**src/rtl/mem_port_arbiter.sv**
```systemverilog
// Arbiter sharing one variable-latency memory port between instruction fetch
// and the data stage, with grant/wait/complete sequencing and hazard stalls.
module mem_port_arbiter #(
  parameter int unsigned FAIR_LIMIT = 4
) (
  input  logic        clk,
  input  logic        rst,
  input  logic        if_req,
  input  logic [31:0] if_addr,
  output logic [31:0] if_rdata,
  output logic        if_done,
  input  logic        dm_req,
  input  logic        dm_we,
  input  logic [31:0] dm_addr,
  input  logic [31:0] dm_wdata,
  input  logic [3:0]  dm_wstrb,
  output logic [31:0] dm_rdata,
  output logic        dm_done,
  output logic        mem_req,
  output logic        mem_we,
  output logic [31:0] mem_addr,
  output logic [31:0] mem_wdata,
  output logic [3:0]  mem_wstrb,
  input  logic [31:0] mem_rdata,
  input  logic        mem_ready,
  output logic        stall_fetch,
  output logic        stall_pipe
);

  localparam int unsigned CNT_W = (FAIR_LIMIT > 0) ? $clog2(FAIR_LIMIT + 1) : 1;

  typedef enum logic [1:0] {
    IDLE   = 2'd0,
    GNT_IF = 2'd1,
    GNT_DM = 2'd2
  } state_t;

  state_t             state;
  state_t             state_nxt;
  logic [CNT_W-1:0]   starve_cnt;
  logic [CNT_W-1:0]   starve_nxt;
  logic               bubble;
  logic               if_elig;
  logic               dm_elig;
  logic               gnt_if;
  logic               gnt_dm;
  logic               complete;

  // The done cycle is a full bubble: a stale request of the finishing
  // requester must not be re-granted, and no other grant is issued either.
  assign bubble  = if_done | dm_done;
  assign if_elig = if_req & ~bubble;
  assign dm_elig = dm_req & ~bubble;

  // Structural-hazard stalls: pending until the done pulse arrives.
  assign stall_fetch = if_req & ~if_done;
  assign stall_pipe  = dm_req & ~dm_done;

  // Next-state, grant decision and fairness counter update.
  always_comb begin
    state_nxt  = state;
    gnt_if     = 1'b0;
    gnt_dm     = 1'b0;
    complete   = 1'b0;
    starve_nxt = starve_cnt;
    case (state)
      IDLE: begin
        if (dm_elig && (!if_elig || (starve_cnt < CNT_W'(FAIR_LIMIT)))) begin
          gnt_dm    = 1'b1;
          state_nxt = GNT_DM;
        end else if (if_elig) begin
          gnt_if    = 1'b1;
          state_nxt = GNT_IF;
        end
      end
      GNT_IF, GNT_DM: begin
        if (mem_ready) begin
          complete  = 1'b1;
          state_nxt = IDLE;
        end
      end
      default: state_nxt = IDLE;
    endcase
    if (!if_req || gnt_if) begin
      starve_nxt = '0;
    end else if (gnt_dm && (starve_cnt < CNT_W'(FAIR_LIMIT))) begin
      starve_nxt = starve_cnt + CNT_W'(1);
    end
  end

  // State register and fairness counter.
  always_ff @(posedge clk) begin
    if (rst) begin
      state      <= IDLE;
      starve_cnt <= '0;
    end else begin
      state      <= state_nxt;
      starve_cnt <= starve_nxt;
    end
  end

  // Memory-side request registers, captured at grant and held until completion.
  always_ff @(posedge clk) begin
    if (rst) begin
      mem_req   <= 1'b0;
      mem_we    <= 1'b0;
      mem_addr  <= '0;
      mem_wdata <= '0;
      mem_wstrb <= '0;
    end else if (gnt_if) begin
      mem_req   <= 1'b1;
      mem_we    <= 1'b0;
      mem_addr  <= if_addr;
      mem_wdata <= '0;
      mem_wstrb <= '0;
    end else if (gnt_dm) begin
      mem_req   <= 1'b1;
      mem_we    <= dm_we;
      mem_addr  <= dm_addr;
      mem_wdata <= dm_wdata;
      mem_wstrb <= dm_we ? dm_wstrb : 4'b0000;
    end else if (complete) begin
      mem_req   <= 1'b0;
    end
  end

  // Completion pulses and read-data return to the winning requester.
  always_ff @(posedge clk) begin
    if (rst) begin
      if_done  <= 1'b0;
      dm_done  <= 1'b0;
      if_rdata <= '0;
      dm_rdata <= '0;
    end else begin
      if_done <= complete & (state == GNT_IF);
      dm_done <= complete & (state == GNT_DM);
      if (complete && (state == GNT_IF)) begin
        if_rdata <= mem_rdata;
      end
      if (complete && (state == GNT_DM) && !mem_we) begin
        dm_rdata <= mem_rdata;
      end
    end
  end

`ifndef SYNTHESIS
  logic if_hold;
  logic dm_hold;

  // Tracks requests that must still be held by their requester.
  always_ff @(posedge clk) begin
    if (rst) begin
      if_hold <= 1'b0;
      dm_hold <= 1'b0;
    end else begin
      if_hold <= if_req & ~if_done;
      dm_hold <= dm_req & ~dm_done;
    end
  end

  a_if_req_held: assert property (@(posedge clk) disable iff (rst)
    !(if_hold && !if_req && !if_done));
  a_dm_req_held: assert property (@(posedge clk) disable iff (rst)
    !(dm_hold && !dm_req && !dm_done));
`endif

endmodule

```
**config.mk**
```make
export PLATFORM = sky130hd
export DESIGN_NAME = mem_port_arbiter
export DESIGN_NICKNAME = d
export VERILOG_FILES = /design/src/rtl/mem_port_arbiter.sv
export SDC_FILE = /design/constraint.sdc
export NUM_CORES = 1
export LEC_CHECK = 0
export ABC_AREA = 1
export CORE_AREA = 2 2 126 128
export DETAILED_ROUTE_END_ITERATION = 6
export DIE_AREA = 0 0 128 130
export GPL_TIMING_DRIVEN = 0
export PLACE_DENSITY = 0.75
export RECOVER_POWER = 50
export SKIP_LAST_GASP = 1
export SYNTH_ARGS = -nofsm -noshare
export SYNTH_HDL_FRONTEND = slang
export SYNTH_SLANG_ARGS = --single-unit
```
**constraint.sdc**
```tcl
create_clock -name clk -period 1.7 [get_ports clk]
set_input_delay 0.255 -clock clk [delete_from_list [all_inputs] [get_ports clk]]
set_output_delay 0.255 -clock clk [all_outputs]
set_load 0.02 [all_outputs]
```
==> impl_metrics.csv, run 1 <==
group,metric,value,unit
drt,final_antenna_net_count,0,
cells_and_area,drive_above_1_share,8.23,%
placed_design,placed_area,8800,sq um
die,die_y,130,microns
power_and_ir_drop,vdd_drop_max,0.587,mV
timing,setup_viol,0,
worst_setup_path,cp_max_fo,2,
worst_setup_path,crit_arrival,1390,ps
timing,fmax,610,MHz
die,core_area,15400,sq um
synthesis,syn-cell-area,5810,sq um
synthesis,ys_ff_latch,141,
worst_setup_path,crit_buf_inv,1,
worst_setup_path,crit_family,"buffers and inverters",
clocking,insertion_delay,410,ps
drt,vias_per_cell,4.52,
die,rows,46,
worst_setup_path,path_cells,"clkdlybuf4s50_1",
placed_design,gp_congestion,0.814,
worst_hold_path,holdPathStages,3,
grt,grt_antenna_before_repair,0,
clocking,ctsHoldBuffers,0,
worst_setup_path,crit_type,"reg2out",
timing,fin_crit_sh,96.5,%
drt,initialDrtViolationCount,240,
power_and_ir_drop,p_per_area,1010,nW/um^2
clocking,cts-root-buf,"clkbuf_16",
clocking,clkSinkCount,141,
timing,finalHoldViolations,0,
cells_and_area,final_cell_mix,"clkdlybuf4s50_1, nor2_1, nand2_1, dfxtp_1, inv_1",
drt,met1_length,7.86,mm
timing,tightest_slew,599,ps
die,die_area,16600,sq um
clocking,tritoncts,"built",
worst_setup_path,required,1440,ps
clocking,path_clk_slew,60,ps
clocking,clockBufferDepth,2,
clocking,cts_made_buffers,17,
die,fp.dieW,128,microns
drt,drt_wl_total,18.4,mm
synthesis,syn-instance-count,848,
status,status,"finished, final reports clean",
drt,first_pass_iters,4,
synthesis,yosysWarnings,0,
worst_setup_path,crit_slowest_cell,"clkdlybuf4s50_1",
die,io-pin-count,276,
timing,whs,452,ps
drt,wl_met2,8.78,mm
grt,grt_pass1_wl,28.1,mm
clocking,cts_max_level,4,
grt,grt.total_usage,21.3,%
cells_and_area,diodes,0,
worst_setup_path,reg2regPathDepth,11,
timing,slew_viol_final,0,
grt,grt_pass1_vias,5720,
timing,rsz0062_at_grt,"true",
worst_setup_path,crit_path_end_kind,"primary output",
cells_and_area,post-route-cell-area,9670,sq um
drt,vias,6143,
power_and_ir_drop,power.leakage,4.39,nW
synthesis,syn_area_per_cell,6.85,sq um
worst_hold_path,worst_hold_path_type,"in2reg",
worst_setup_path,critPathMaxStageDelay,640,ps
grt,grt_overflow,0,
worst_setup_path,crit_path_start_kind,"flip-flop",
cells_and_area,layout_commonest_cell,"clkdlybuf4s50_1",
placed_design,hpwl,13.5,mm
timing,final.min_clock_period,1640,ps
run,max-cap-violations,0,
drt,top_layer,"met4",
worst_setup_path,critical_path_depth,1,
drt,routedWlPerCell,13.5,microns
synthesis,ys_seq_area_share,48.6,%
drt,drc,0,
timing,finalClockSkew,8.04,ps
die,start_util,37.7,%
drt,wl_met3,1.40,mm
cells_and_area,syn_to_final_growth,66.5,%
timing,relSlewSlack,60.0,%
cells_and_area,fin_nets,1295,
synthesis,synth_nets,990,
placed_design,io_buffers,275,
synthesis,synth.distinct_cells,21,
grt,grt_max_degree,17,
## logic make-up (layout without fill, tap and decap cells)
logic type / count (synthesis) / count (layout) / share of synthesized area [%]
flip-flops: 141 / 141 / 48.6
XOR/XNOR: 1 / 1 / 0.151
buffers and inverters: 134 / 451 / 9.65
AND/OR/NAND/NOR: 496 / 497 / 34.0
adder cells (fa/ha/maj): 4 / 4 / 0.862
AO/OA/AOI/OAI: 72 / 72 / 6.72
## stage by stage
step / utilization (%) / worst slack, ps / instances / TNS, ps / power, W
floorplan: - / 159 / 848 / 0 / 0.00467
global route: 62.7 / -25.8 / 1358 / -109 / 0.0102
finish: 62.7 / 59.5 / 1358 / 0 / 0.00978
detailed placement: 57.1 / -362 / 1315 / -36390 / 0.00562
global placement: 57.1 / -308 / 1315 / -32870 / 0.00560
CTS: 61.5 / 7.99 / 1347 / 0 / 0.00974
## per-layer routing
metal  vias up  track usage (%)
li1       3207                -
met1      2725             24.5
met2       185             37.3
met3        26             7.34
met4         0             7.05
met5         -                0
## registers in the layout, indices dropped and copies added, names as in the netlist
register	cells
dm_done	1
dm_rdata	32
if_done	1
if_rdata	32
mem_addr	32
mem_req	1
mem_wdata	32
mem_we	1
mem_wstrb	4
starve_cnt	3
state	2
## timing repair
| action | in CTS | in global routing |
|---|---|---|
| endpoints found under the setup margin | 92 | 127 |
| resized for setup | 16 | 35 |
| cloned | 0 | 5 |
| buffers inserted | 0 | 6 |
| pin swaps | 1 | 6 |
## worst paths after layout
check | from | end | slack, ps
min reg2reg | starve_cnt[1] | starve_cnt[1] | 480
min | mem_rdata[10] | dm_rdata[10] | 450
max reg2reg | if_done | mem_addr[24] | 60
max | mem_wstrb[3] | mem_wstrb[3] | 60
## cell usage after synthesis
| library cell | count | area, sq um |
|---|---|---|
| a21boi_0 | 1 | 7.51 |
| a21oi_1 | 4 | 20.0 |
| a21oi_4 | 1 | 16.3 |
| a31oi_4 | 1 | 21.3 |
| buf_1 | 3 | 11.3 |
| buf_2 | 13 | 65.1 |
| buf_4 | 3 | 22.5 |
| buf_6 | 4 | 45.0 |
| clkbuf_1 | 27 | 101 |
| dfxtp_1 | 141 | 2820 |
| ha_1 | 4 | 50.1 |
| inv_1 | 75 | 282 |
| inv_2 | 9 | 33.8 |
| nand2_1 | 216 | 811 |
| nand2_2 | 1 | 6.26 |
| nand3_1 | 10 | 50.1 |
| nand4_1 | 34 | 213 |
| nor2_1 | 233 | 875 |
| nor2_4 | 2 | 22.5 |
| o21ai_0 | 65 | 325 |
| xor2_1 | 1 | 8.76 |
## final cells by class
type,count,area [sq um]
Tap cell,192,240
Fill cell,1396,5750
Timing Repair Buffer,285,2860
Sequential cell,141,2820
Clock inverter,8,151
Multi-Input combinational cell,574,2470
Clock buffer,24,512
Buffer,50,292
Inverter,84,315
## report_power, final
| group | internal, W | leakage (nW) | switching [W] | total [W] |
|---|---|---|---|---|
| Combinational | 0.000986 | 2.93 | 0.00106 | 0.00205 |
| Sequential | 0.00351 | 1.15 | 0.000101 | 0.00361 |
| Clock | 0.00270 | 0.315 | 0.00141 | 0.00411 |
| Total | 0.00720 | 4.39 | 0.00258 | 0.00978 |
No activity file was read; power rests on OpenSTA's default activity.
==> run 2, diff against run 1 <==
--- a/config.mk
+++ b/config.mk
@@ -7,6 +7,7 @@
 export LEC_CHECK = 0
 export ABC_AREA = 1
 export CORE_AREA = 2 2 126 128
+export CTS_CLUSTER_SIZE = 14
 export DETAILED_ROUTE_END_ITERATION = 6
 export DIE_AREA = 0 0 128 130
 export GPL_TIMING_DRIVEN = 0
==> constraint.sdc (replaced) <==
create_clock -name clk -period 1.7 [get_ports clk]
set_input_delay 0.425 -clock clk [delete_from_list [all_inputs] [get_ports clk]]
set_output_delay 0.425 -clock clk [all_outputs]
set_load 0.02 [all_outputs]
==> run 2 against run 1 <==
Effect of this change:
- combinational power is 7% lower
- final cell count hardly changed
- die area stayed put
- largest cell class unchanged
- fmax is 0.36% higher
- power is 1.5% lower
- via count hardly changed
- sequential power hardly changed
- sequential share of layout area is 0.54 points higher
==> impl_metrics.csv, run 2 (synthesis results as in run 1) <==
group,metric,value,unit
status,status,"finished, final reports clean",
cells_and_area,fin_nets,1294,
timing,whs,406,ps
clocking,cts_made_buffers,17,
die,io-pin-count,276,
grt,grt.total_usage,21.5,%
drt,drt_wl_total,18.3,mm
die,die_y,130,microns
timing,slew_viol_final,0,
drt,routedWlPerCell,13.5,microns
grt,grt_overflow,0,
clocking,clockBufferDepth,2,
worst_setup_path,cp_max_fo,5,
cells_and_area,nFillCells,1479,
timing,setup_ws,65.3,ps
die,core_area,15400,sq um
cells_and_area,seq_area,2830,sq um
cells_and_area,drive_above_1_share,8.84,%
grt,grt_max_degree,17,
cells_and_area,multi_input_comb_area,2470,sq um
placed_design,io_buffers,275,
timing,setup_viol,0,
power_and_ir_drop,p_total,0.00963,W
drt,initialDrtViolationCount,215,
timing,final.min_clock_period,1630,ps
drt,vias,6140,
grt,grt_pass1_vias,5790,
timing,fmax,612,MHz
cells_and_area,syn_to_final_growth,63.5,%
cells_and_area,layout_commonest_cell,"nor2_1",
power_and_ir_drop,power.leakage,4.99,nW
die,fp.dieW,128,microns
drt,drc,0,
worst_setup_path,required,1990,ps
worst_hold_path,worst_hold_path_type,"in2reg",
clocking,clkSinkCount,141,
drt,final_antenna_net_count,0,
power_and_ir_drop,p_per_area,1010,nW/um^2
timing,finalHoldViolations,0,
cells_and_area,final_cell_mix,"nor2_1, nand2_1, dfxtp_1, dlygate4sd2_1, clkdlybuf4s50_1",
run,max-cap-violations,0,
grt,grt_antenna_before_repair,1,
clocking,tritoncts,"built",
clocking,insertion_delay,410,ps
timing,final.setup.tns,0,ps
cells_and_area,diodes,0,
die,die_area,16600,sq um
timing,finalClockSkew,6.39,ps
timing,tightest_slew,466,ps
clocking,cts_max_level,4,
worst_setup_path,crit_type,"reg2reg",
worst_setup_path,crit_path_end_kind,"flip-flop",
placed_design,gp_congestion,0.814,
drt,first_pass_iters,4,
timing,relSlewSlack,69.0,%
grt,grt_pass1_wl,28.3,mm
worst_setup_path,crit_arrival,1930,ps
die,start_util,37.7,%
placed_design,pre_cts_ws,-532,ps
clocking,cts-root-buf,"clkbuf_16",
worst_setup_path,crit_path_start_kind,"flip-flop",
clocking,path_clk_slew,60,ps
power_and_ir_drop,vdd_drop_max,0.593,mV
drt,vias_per_cell,4.52,
die,rows,46,
worst_setup_path,rrSetupSlack,70,ps
timing,fin_crit_sh,96.2,%
placed_design,hpwl,13.5,mm
run 2: worst max-delay path: stages (launching register included):
cell             delay [ps]
dfxtp_2                 350
nor2_1                  200
nand3_2                 130
nand2_4                 110
nor2_4                   40
clkdlybuf4s18_2         270
buf_4                   160
nand2_1                  40
nand2_1                  50
nor2_1                  110
nor2_1                   50
run 2: layout make-up:
type,count,area share (%)
Buffer,49,3.19
Sequential cell,141,29.7
Clock buffer,24,5.39
Multi-Input combinational cell,573,26.0
Inverter,84,3.35
Timing Repair Buffer,286,28.2
Tap cell,192,2.53
Clock inverter,8,1.59
run 2: final timing paths:
kind | from | to | cells past startpoint
hold reg to reg | if_rdata[3] | if_rdata[3] | 2
setup reg to reg | dm_done | mem_addr[1] | 10
hold / removal | if_req | starve_cnt[0] | 3
setup / recovery | dm_done | mem_addr[1] | 10
run 2: where the power goes:
group / internal [W] / switching (W) / total (W) / leakage, nW
sequential: 0.00351 / 0.0000935 / 0.00360 / 1.15
combinational: 0.000852 / 0.00106 / 0.00191 / 3.52
clock: 0.00270 / 0.00141 / 0.00411 / 0.315
run 2: metal layers:
| metal | track usage, % | part of all wire [%] |
|---|---|---|
| met1 | 24.6 | 42 |
| met2 | 37.9 | 48 |
| met3 | 7.22 | 8.2 |
| met4 | 6.85 | 1.7 |
| met5 | 0 | 0.071 |
run 2: per-stage QoR:
stage,area [sq um],util [%],cells
3_3_place_gp,8800,57.1,1315
6_report,9500,61.6,1357
4_1_cts,9360,60.7,1353
2_1_floorplan,5810,-,848
5_1_grt,9500,61.6,1357
3_5_place_dp,8800,57.1,1315
run 2: timing repair:
item / in CTS / in global routing
gates cloned: 0 / 2
hold buffers: 0 / 0
pin swaps: 2 / 5
endpoints found under the hold margin: 0 / 0
buffers inserted: 7 / 2
setup endpoints to repair: 233 / 136
gates resized for setup: 152 / 54
